### config.mk
export PLATFORM = sky130hd
export DESIGN_NAME = inst_encoder_flat
export DESIGN_NICKNAME = d
export VERILOG_FILES = /design/src/rtl/inst_encoder_if.sv /design/src/rtl/inst_encoder.sv /design/src/flat_wrapper.sv
export SDC_FILE = /design/constraint.sdc
export NUM_CORES = 1
export LEC_CHECK = 0
export ABC_AREA = 1
export BUFFER_PORTS_ARGS = -buffer_cell sky130_fd_sc_hd__buf_2
export CORE_MARGIN = 2
export CORE_UTILIZATION = 45
export CTS_CLUSTER_DIAMETER = 150
export DETAILED_ROUTE_END_ITERATION = 12
export PLACE_DENSITY = 0.69
export SLEW_MARGIN = 20
export SYNTH_ARGS = -nofsm -noshare
export SYNTH_HDL_FRONTEND = slang
export SYNTH_SLANG_ARGS = --single-unit
### constraint.sdc
create_clock -name clk -period 1.5 [get_ports clk]
set_clock_uncertainty 0.05 [all_clocks]
set_input_delay 0.3 -clock clk [delete_from_list [all_inputs] [get_ports clk]]
set_output_delay 0.3 -clock clk [all_outputs]
set_load 0.02 [all_outputs]
### src/rtl/inst_encoder_if.sv
// Field-set input and instruction-memory write bus of inst_encoder.
// slave: encoder side; master: field producer / memory model side.
interface inst_encoder_if #(
    parameter int ADDR_W = 8
);
    logic              in_valid;
    logic              in_ready;
    logic              in_fmt;
    logic [6:0]        in_opcode;
    logic [4:0]        in_rd;
    logic [4:0]        in_rs1;
    logic [4:0]        in_rs2;
    logic [2:0]        in_funct3;
    logic [6:0]        in_funct7;
    logic [31:0]       in_imm;
    logic              in_last;
    logic              imem_we;
    logic              imem_ready;
    logic [ADDR_W-1:0] imem_addr;
    logic [31:0]       imem_wdata;
    logic              done;
    logic              full;
    logic              err;

    modport slave (
        input  in_valid, in_fmt, in_opcode, in_rd, in_rs1, in_rs2,
        input  in_funct3, in_funct7, in_imm, in_last, imem_ready,
        output in_ready, imem_we, imem_addr, imem_wdata,
        output done, full, err
    );

    modport master (
        output in_valid, in_fmt, in_opcode, in_rd, in_rs1, in_rs2,
        output in_funct3, in_funct7, in_imm, in_last, imem_ready,
        input  in_ready, imem_we, imem_addr, imem_wdata,
        input  done, full, err
    );
endinterface

### src/rtl/inst_encoder.sv
// RV32I R/I-type field encoder with 2-entry FIFO and imem loader.
// Ports: clk, rst_n (async low), bus (inst_encoder_if.slave).
// Option: INST_ENC_RANGE_CHECK_EN drops out-of-range immediates.
module inst_encoder #(
    parameter int ADDR_W = 8
) (
    input  logic           clk,
    input  logic           rst_n,
    inst_encoder_if.slave  bus
);
    logic [31:0]       r_word [2];
    logic [1:0]        r_last;
    logic [1:0]        r_flag;
    logic              r_wptr;
    logic              r_rptr;
    logic [1:0]        r_cnt;
    logic [ADDR_W-1:0] r_addr;
    logic              r_done;
    logic              r_full;
    logic              r_err;

    logic        w_shift;
    logic [31:0] w_word;
    logic        w_flag;
    logic        w_ready;
    logic        w_push;
    logic        w_nonempty;
    logic        w_head_flag;
    logic        w_head_last;
    logic        w_pop;

    assign w_shift = (bus.in_opcode == 7'b0010011) &&
                     ((bus.in_funct3 == 3'b001) ||
                      (bus.in_funct3 == 3'b101));

    always_comb begin
        w_word = '0;
        if (!bus.in_fmt) begin
            w_word = {bus.in_funct7, bus.in_rs2, bus.in_rs1,
                      bus.in_funct3, bus.in_rd, bus.in_opcode};
        end else if (w_shift) begin
            w_word = {bus.in_funct7, bus.in_imm[4:0], bus.in_rs1,
                      bus.in_funct3, bus.in_rd, bus.in_opcode};
        end else begin
            w_word = {bus.in_imm[11:0], bus.in_rs1,
                      bus.in_funct3, bus.in_rd, bus.in_opcode};
        end
    end

`ifdef INST_ENC_RANGE_CHECK_EN
    // Shifts need 0..31; others need bits [31:11] to be pure sign.
    logic w_imm_bad;
    always_comb begin
        w_imm_bad = 1'b0;
        if (bus.in_fmt) begin
            if (w_shift) begin
                w_imm_bad = |bus.in_imm[31:5];
            end else begin
                w_imm_bad = !((&bus.in_imm[31:11]) ||
                              !(|bus.in_imm[31:11]));
            end
        end
    end
    assign w_flag = w_imm_bad;
`else
    // Upper immediate bits are simply truncated away.
    logic w_unused_imm;
    assign w_unused_imm = ^bus.in_imm[31:12];
    assign w_flag = 1'b0;
`endif

    // Registered-only flow control: no path from imem_ready.
    assign w_ready     = !r_full && (r_cnt != 2'd2);
    assign w_push      = bus.in_valid && w_ready;
    assign w_nonempty  = (r_cnt != 2'd0);
    assign w_head_flag = r_flag[r_rptr];
    assign w_head_last = r_last[r_rptr];
    // Flagged heads drain without touching memory.
    assign w_pop = w_nonempty && (w_head_flag || bus.imem_ready);

    always_ff @(posedge clk or negedge rst_n) begin
        if (!rst_n) begin
            for (int i = 0; i < 2; i++) begin
                r_word[i] <= '0;
            end
            r_last <= '0;
            r_flag <= '0;
            r_wptr <= 1'b0;
            r_rptr <= 1'b0;
            r_cnt  <= '0;
            r_addr <= '0;
            r_done <= 1'b0;
            r_full <= 1'b0;
            r_err  <= 1'b0;
        end else begin
            r_done <= w_pop && w_head_last;
            if (w_push) begin
                r_word[r_wptr] <= w_word;
                r_last[r_wptr] <= bus.in_last;
                r_flag[r_wptr] <= w_flag;
                r_wptr         <= ~r_wptr;
                if (w_flag) begin
                    r_err <= 1'b1;
                end
            end
            if (w_pop) begin
                r_rptr <= ~r_rptr;
            end
            case ({w_push, w_pop})
                2'b10:   r_cnt <= r_cnt + 2'd1;
                2'b01:   r_cnt <= r_cnt - 2'd1;
                default: r_cnt <= r_cnt;
            endcase
            if (w_pop) begin
                if (w_head_last) begin
                    r_addr <= '0;
                end else if (!w_head_flag) begin
                    // Last slot written without in_last: memory is full.
                    if (r_addr == {ADDR_W{1'b1}}) begin
                        r_full <= 1'b1;
                    end
                    r_addr <= r_addr + 1'b1;
                end
            end
        end
    end

    assign bus.in_ready   = w_ready;
    assign bus.imem_we    = w_nonempty && !w_head_flag;
    assign bus.imem_addr  = r_addr;
    assign bus.imem_wdata = w_nonempty ? r_word[r_rptr] : 32'h0;
    assign bus.done       = r_done;
    assign bus.full       = r_full;
    assign bus.err        = r_err;
endmodule

### src/flat_wrapper.sv
// flat-port wrapper written by rule: the top's interface ports become plain ports
module inst_encoder_flat 
#(
    parameter int ADDR_W = 8
)
  (clk, rst_n, bus_in_valid, bus_in_fmt, bus_in_opcode, bus_in_rd, bus_in_rs1, bus_in_rs2, bus_in_funct3, bus_in_funct7, bus_in_imm, bus_in_last, bus_imem_ready, bus_in_ready, bus_imem_we, bus_imem_addr, bus_imem_wdata, bus_done, bus_full, bus_err);
  inst_encoder_if #(.ADDR_W(ADDR_W)) bus_i ();
  input  logic clk;
  input  logic rst_n;
  input wire logic [$bits(bus_i.in_valid)-1:0] bus_in_valid;
  input wire logic [$bits(bus_i.in_fmt)-1:0] bus_in_fmt;
  input wire logic [$bits(bus_i.in_opcode)-1:0] bus_in_opcode;
  input wire logic [$bits(bus_i.in_rd)-1:0] bus_in_rd;
  input wire logic [$bits(bus_i.in_rs1)-1:0] bus_in_rs1;
  input wire logic [$bits(bus_i.in_rs2)-1:0] bus_in_rs2;
  input wire logic [$bits(bus_i.in_funct3)-1:0] bus_in_funct3;
  input wire logic [$bits(bus_i.in_funct7)-1:0] bus_in_funct7;
  input wire logic [$bits(bus_i.in_imm)-1:0] bus_in_imm;
  input wire logic [$bits(bus_i.in_last)-1:0] bus_in_last;
  input wire logic [$bits(bus_i.imem_ready)-1:0] bus_imem_ready;
  output wire logic [$bits(bus_i.in_ready)-1:0] bus_in_ready;
  output wire logic [$bits(bus_i.imem_we)-1:0] bus_imem_we;
  output wire logic [$bits(bus_i.imem_addr)-1:0] bus_imem_addr;
  output wire logic [$bits(bus_i.imem_wdata)-1:0] bus_imem_wdata;
  output wire logic [$bits(bus_i.done)-1:0] bus_done;
  output wire logic [$bits(bus_i.full)-1:0] bus_full;
  output wire logic [$bits(bus_i.err)-1:0] bus_err;
  assign bus_i.in_valid = bus_in_valid;
  assign bus_i.in_fmt = bus_in_fmt;
  assign bus_i.in_opcode = bus_in_opcode;
  assign bus_i.in_rd = bus_in_rd;
  assign bus_i.in_rs1 = bus_in_rs1;
  assign bus_i.in_rs2 = bus_in_rs2;
  assign bus_i.in_funct3 = bus_in_funct3;
  assign bus_i.in_funct7 = bus_in_funct7;
  assign bus_i.in_imm = bus_in_imm;
  assign bus_i.in_last = bus_in_last;
  assign bus_i.imem_ready = bus_imem_ready;
  assign bus_in_ready = bus_i.in_ready;
  assign bus_imem_we = bus_i.imem_we;
  assign bus_imem_addr = bus_i.imem_addr;
  assign bus_imem_wdata = bus_i.imem_wdata;
  assign bus_done = bus_i.done;
  assign bus_full = bus_i.full;
  assign bus_err = bus_i.err;
  inst_encoder #(.ADDR_W(ADDR_W)) u_core (.clk(clk), .rst_n(rst_n), .bus(bus_i));
endmodule
==> flow_metrics.py <==
metrics = {
    "synthesis": {
        "yosys.area.top_type_share_pct": 50.2,
        "synth-seq-cells": 82,
        "synth_area_leader_cell": "dfrtp_1",
        "async_flop_share_pct": 100,
        "synth_cell_types": 29,
        "synth_common_cells": "nand2_1 (191), dfrtp_1 (82), inv_1 (60), o21ai_0 (56), nand3_1 (33)",
        "synth_flop_cell": "dfrtp_1",
        "synthMostInstantiatedCell": "nand2_1",
        "synth_area_leaders": "dfrtp_1 (50%), nand2_1 (18%), o21ai_0 (6.9%)",
        "netlist_area_sq_um": 4090,
        "synth_edf_count": 0,
        "synth_fp_nets": 589,
        "synth_cells": 518,
        "yosysSeqAreaShare_pct": 50.2,
        "syn_avg_cell_area_sq_um": 7.90,
        "yosysWarnings": 0,
    },
    "routing": {
        "vias": 4108,
        "finalWirelength_um": 12600,
        "drtIter0Drc": 204,
        "drtPass1Iterations": 5,
        "drc": 0,
        "wl_per_cell_um": 16.2,
        "final_antenna_net_count": 0,
        "vias_per_cell": 5.29,
    },
    "sta": {
        "hold_viol_final": 0,
        "min_period_ns": 1.84,
        "fin_ws_ns": -0.342,
        "drv_slew": 0,
        "finalSetupViolations": 112,
        "grt_setup_unrepaired": "true",
        "finalCritPeriodShare_pct": 123,
        "max_freq_mhz": 543,
    },
    "floorplan": {
        "dieHeight_um": 99.4,
        "die_width_um": 99.4,
        "dieArea_sq_um": 9870,
        "start_util_pct": 46.7,
        "ioPinCount": 115,
        "rows": 34,
        "core_sq_um": 8760,
    },
    "grt": {
        "grt_use_total_pct": 23.7,
        "grt_max_degree": 42,
        "grt.overflow.total": 0,
        "grt_pass1_vias": 3835,
        "antenna_found_initial": 0,
        "grt_pass1_wl_um": 18500,
    },
    "clock_tree": {
        "clock_latency_ns": 0.36,
        "cts.sinks": 82,
        "cts.clk_slew.worst_paths_ns": 0.09,
        "htree_levels": 3,
        "tritoncts": "yes",
        "cts_buffers": 9,
        "ctsRootBufferMaster": "clkbuf_8",
        "clk_path_buf_depth": 2,
    },
    "final_layout": {
        "antenna_cells": 0,
        "fin_nets": 735,
        "multi_input_area_sq_um": 2060,
        "fillers": 646,
        "seqCellArea_sq_um": 2050,
        "drive_gt1_share_pct": 41.9,
        "synthToLayoutAreaGrowth_pct": 53.2,
    },
    "placement": {
        "portBuffers": 93,
        "place_ws_ns": -0.0444,
        "dp_hpwl_um": 6780,
        "place.gp.congestion": 0.788,
    },
    "worst_setup_path": {
        "arrival_ns": 1.49,
        "start_kind": "flip-flop",
        "cp-end-kind": "primary output",
        "crit_required_ns": 1.15,
        "critPathKind": "flip-flop to primary output",
        "crit_fanout": 9,
    },
    "pwr": {
        "power_leakage_nw": 3.17,
        "power-per-cell-area_nw_per_um2": 2320,
        "power.total_mw": 14.5,
        "peakVddDrop_mv": 1.04,
    },
    "flow_run": {
        "maxCapViolCount": 0,
    },
    "status": {
        "outcome": "complete, but fails checks",
        "violations": "negative setup slack",
    },
    "worst_hold_path": {
        "hp-class": "primary input to flip-flop",
    },
}
[state kept, by name, indices dropped and copies added, names as in the netlist]
| name | cells |
|---|---|
| u_core.r_last | 2 |
| u_core.r_flag | 2 |
| u_core.bus.imem_addr | 8 |
| u_core.bus.done | 1 |
| u_core.r_word | 64 |
| u_core.r_cnt | 2 |
| u_core.r_rptr | 1 |
| u_core.r_wptr | 1 |
| u_core.bus.full | 1 |
[stage by stage]
stage	std cells	instance area (sq um)	utilization (%)	setup TNS, ns	hold slack, ns
3_5_place_dp	718	4900	55.9	-0.256	0.0552
4_1_cts	755	5650	64.4	-13.28	0.0971
5_1_grt	777	6270	71.5	-27.16	0.0981
3_3_place_gp	718	4900	55.9	-0.114	0.0551
2_1_floorplan	518	4200	-	-0.0840	-0.0456
6_report	777	6270	71.5	-19.91	0.104
[routing by layer]
| metal | vias to the layer above | routed length (um) | track usage, % | part of all wire (%) |
|---|---|---|---|---|
| met1 | 1977 | 5260 | 31.6 | 42 |
| met4 | 0 | 190 | 7.80 | 1.5 |
| li1 | 1932 | - | - | - |
| met2 | 180 | 6300 | 38.9 | 50 |
| met3 | 19 | 841 | 4.71 | 6.7 |
| met5 | - | 0 | 0 | 0 |
[timing repair]
item,in CTS,in global routing
setup endpoints to repair,37,113
cloned,5,11
hold buffers,1,0
buffers inserted,15,12
pin swaps,20,21
resized for setup,130,78
hold endpoints to repair,82,0
[power breakdown]
group | internal, mW | total, mW | switching [mW]
Sequential | 3.17 | 3.80 | 0.628
Combinational | 4.20 | 9.16 | 4.96
Clock | 0.739 | 1.57 | 0.835
[path summary, 6_finish.rpt]
kind / start / end / slack (ns) / cells after the start
setup / recovery: u_core.r_rptr$_DFFE_PN0P_ / bus_imem_wdata[8] / -0.34 / 5
hold / removal: bus_in_rd[0] / u_core.r_word[39]$_DFFE_PN0P_ / 0.10 / 3
setup reg to reg: u_core.r_cnt[0]$_DFFE_PN0P_ / u_core.r_word[26]$_DFFE_PN0P_ / -0.19 / 11
hold reg to reg: u_core.r_word[32]$_DFFE_PN0P_ / u_core.r_word[32]$_DFFE_PN0P_ / 0.44 / 2
max in group asynchronous: rst_n / u_core.r_flag[0]$_DFFE_PN0N_ / 0.75 / 3
min in group asynchronous: rst_n / u_core.r_word[19]$_DFFE_PN0P_ / 0.23 / 2
[worst max-delay path: stages, from the launching register on]
cell     delay (ns)
dfrtp_2        0.45
buf_4          0.18
buf_12         0.15
o21ai_2        0.14
a21oi_2        0.06
buf_4          0.16
[kinds of logic (layout without fill, tap and decap cells)]
group	Yosys count	after routing	synth area share (%)
buffers and inverters	87	237	10.0
adder cells (fa/ha/maj)	1	1	0.306
AO/OA/AOI/OAI	93	94	12.4
other	1	1	0.0917
AND/OR/NAND/NOR	245	245	24.8
XOR/XNOR	4	4	0.856
multiplexers	5	5	1.38
flip-flops	82	82	50.2
[placed cells by master (no fill, tap or decap), types with 2 or more instances in the layout]
cell,n
buf_12,13
o21ai_0,16
o21ai_1,17
nor2_8,2
buf_4,32
buf_2,62
o21ai_2,19
dfrtp_1,81
inv_8,2
mux2_2,5
buf_16,5
inv_6,5
inv_4,2
a21oi_2,28
nand3_1,30
nand3_2,2
inv_2,3
a21oi_4,6
inv_1,54
nor2_1,10
o21ai_4,7
buf_6,33
nand2_4,6
clkinvlp_4,3
xnor2_1,2
clkbuf_16,7
nand2_2,18
nand4_1,4
nand2_1,168
clkbuf_8,12
[layout make-up]
type | instances | share of cell area, %
multi-input combinational | 350 | 32.8
inverter | 64 | 4.47
tap | 108 | 2.16
clock inverter | 3 | 0.359
sequential | 82 | 32.8
timing repair buffer | 154 | 24.3
clock buffer | 13 | 2.70
timing repair inverter | 3 | 0.459
Note: power is estimated with default switching activity, not from simulation.
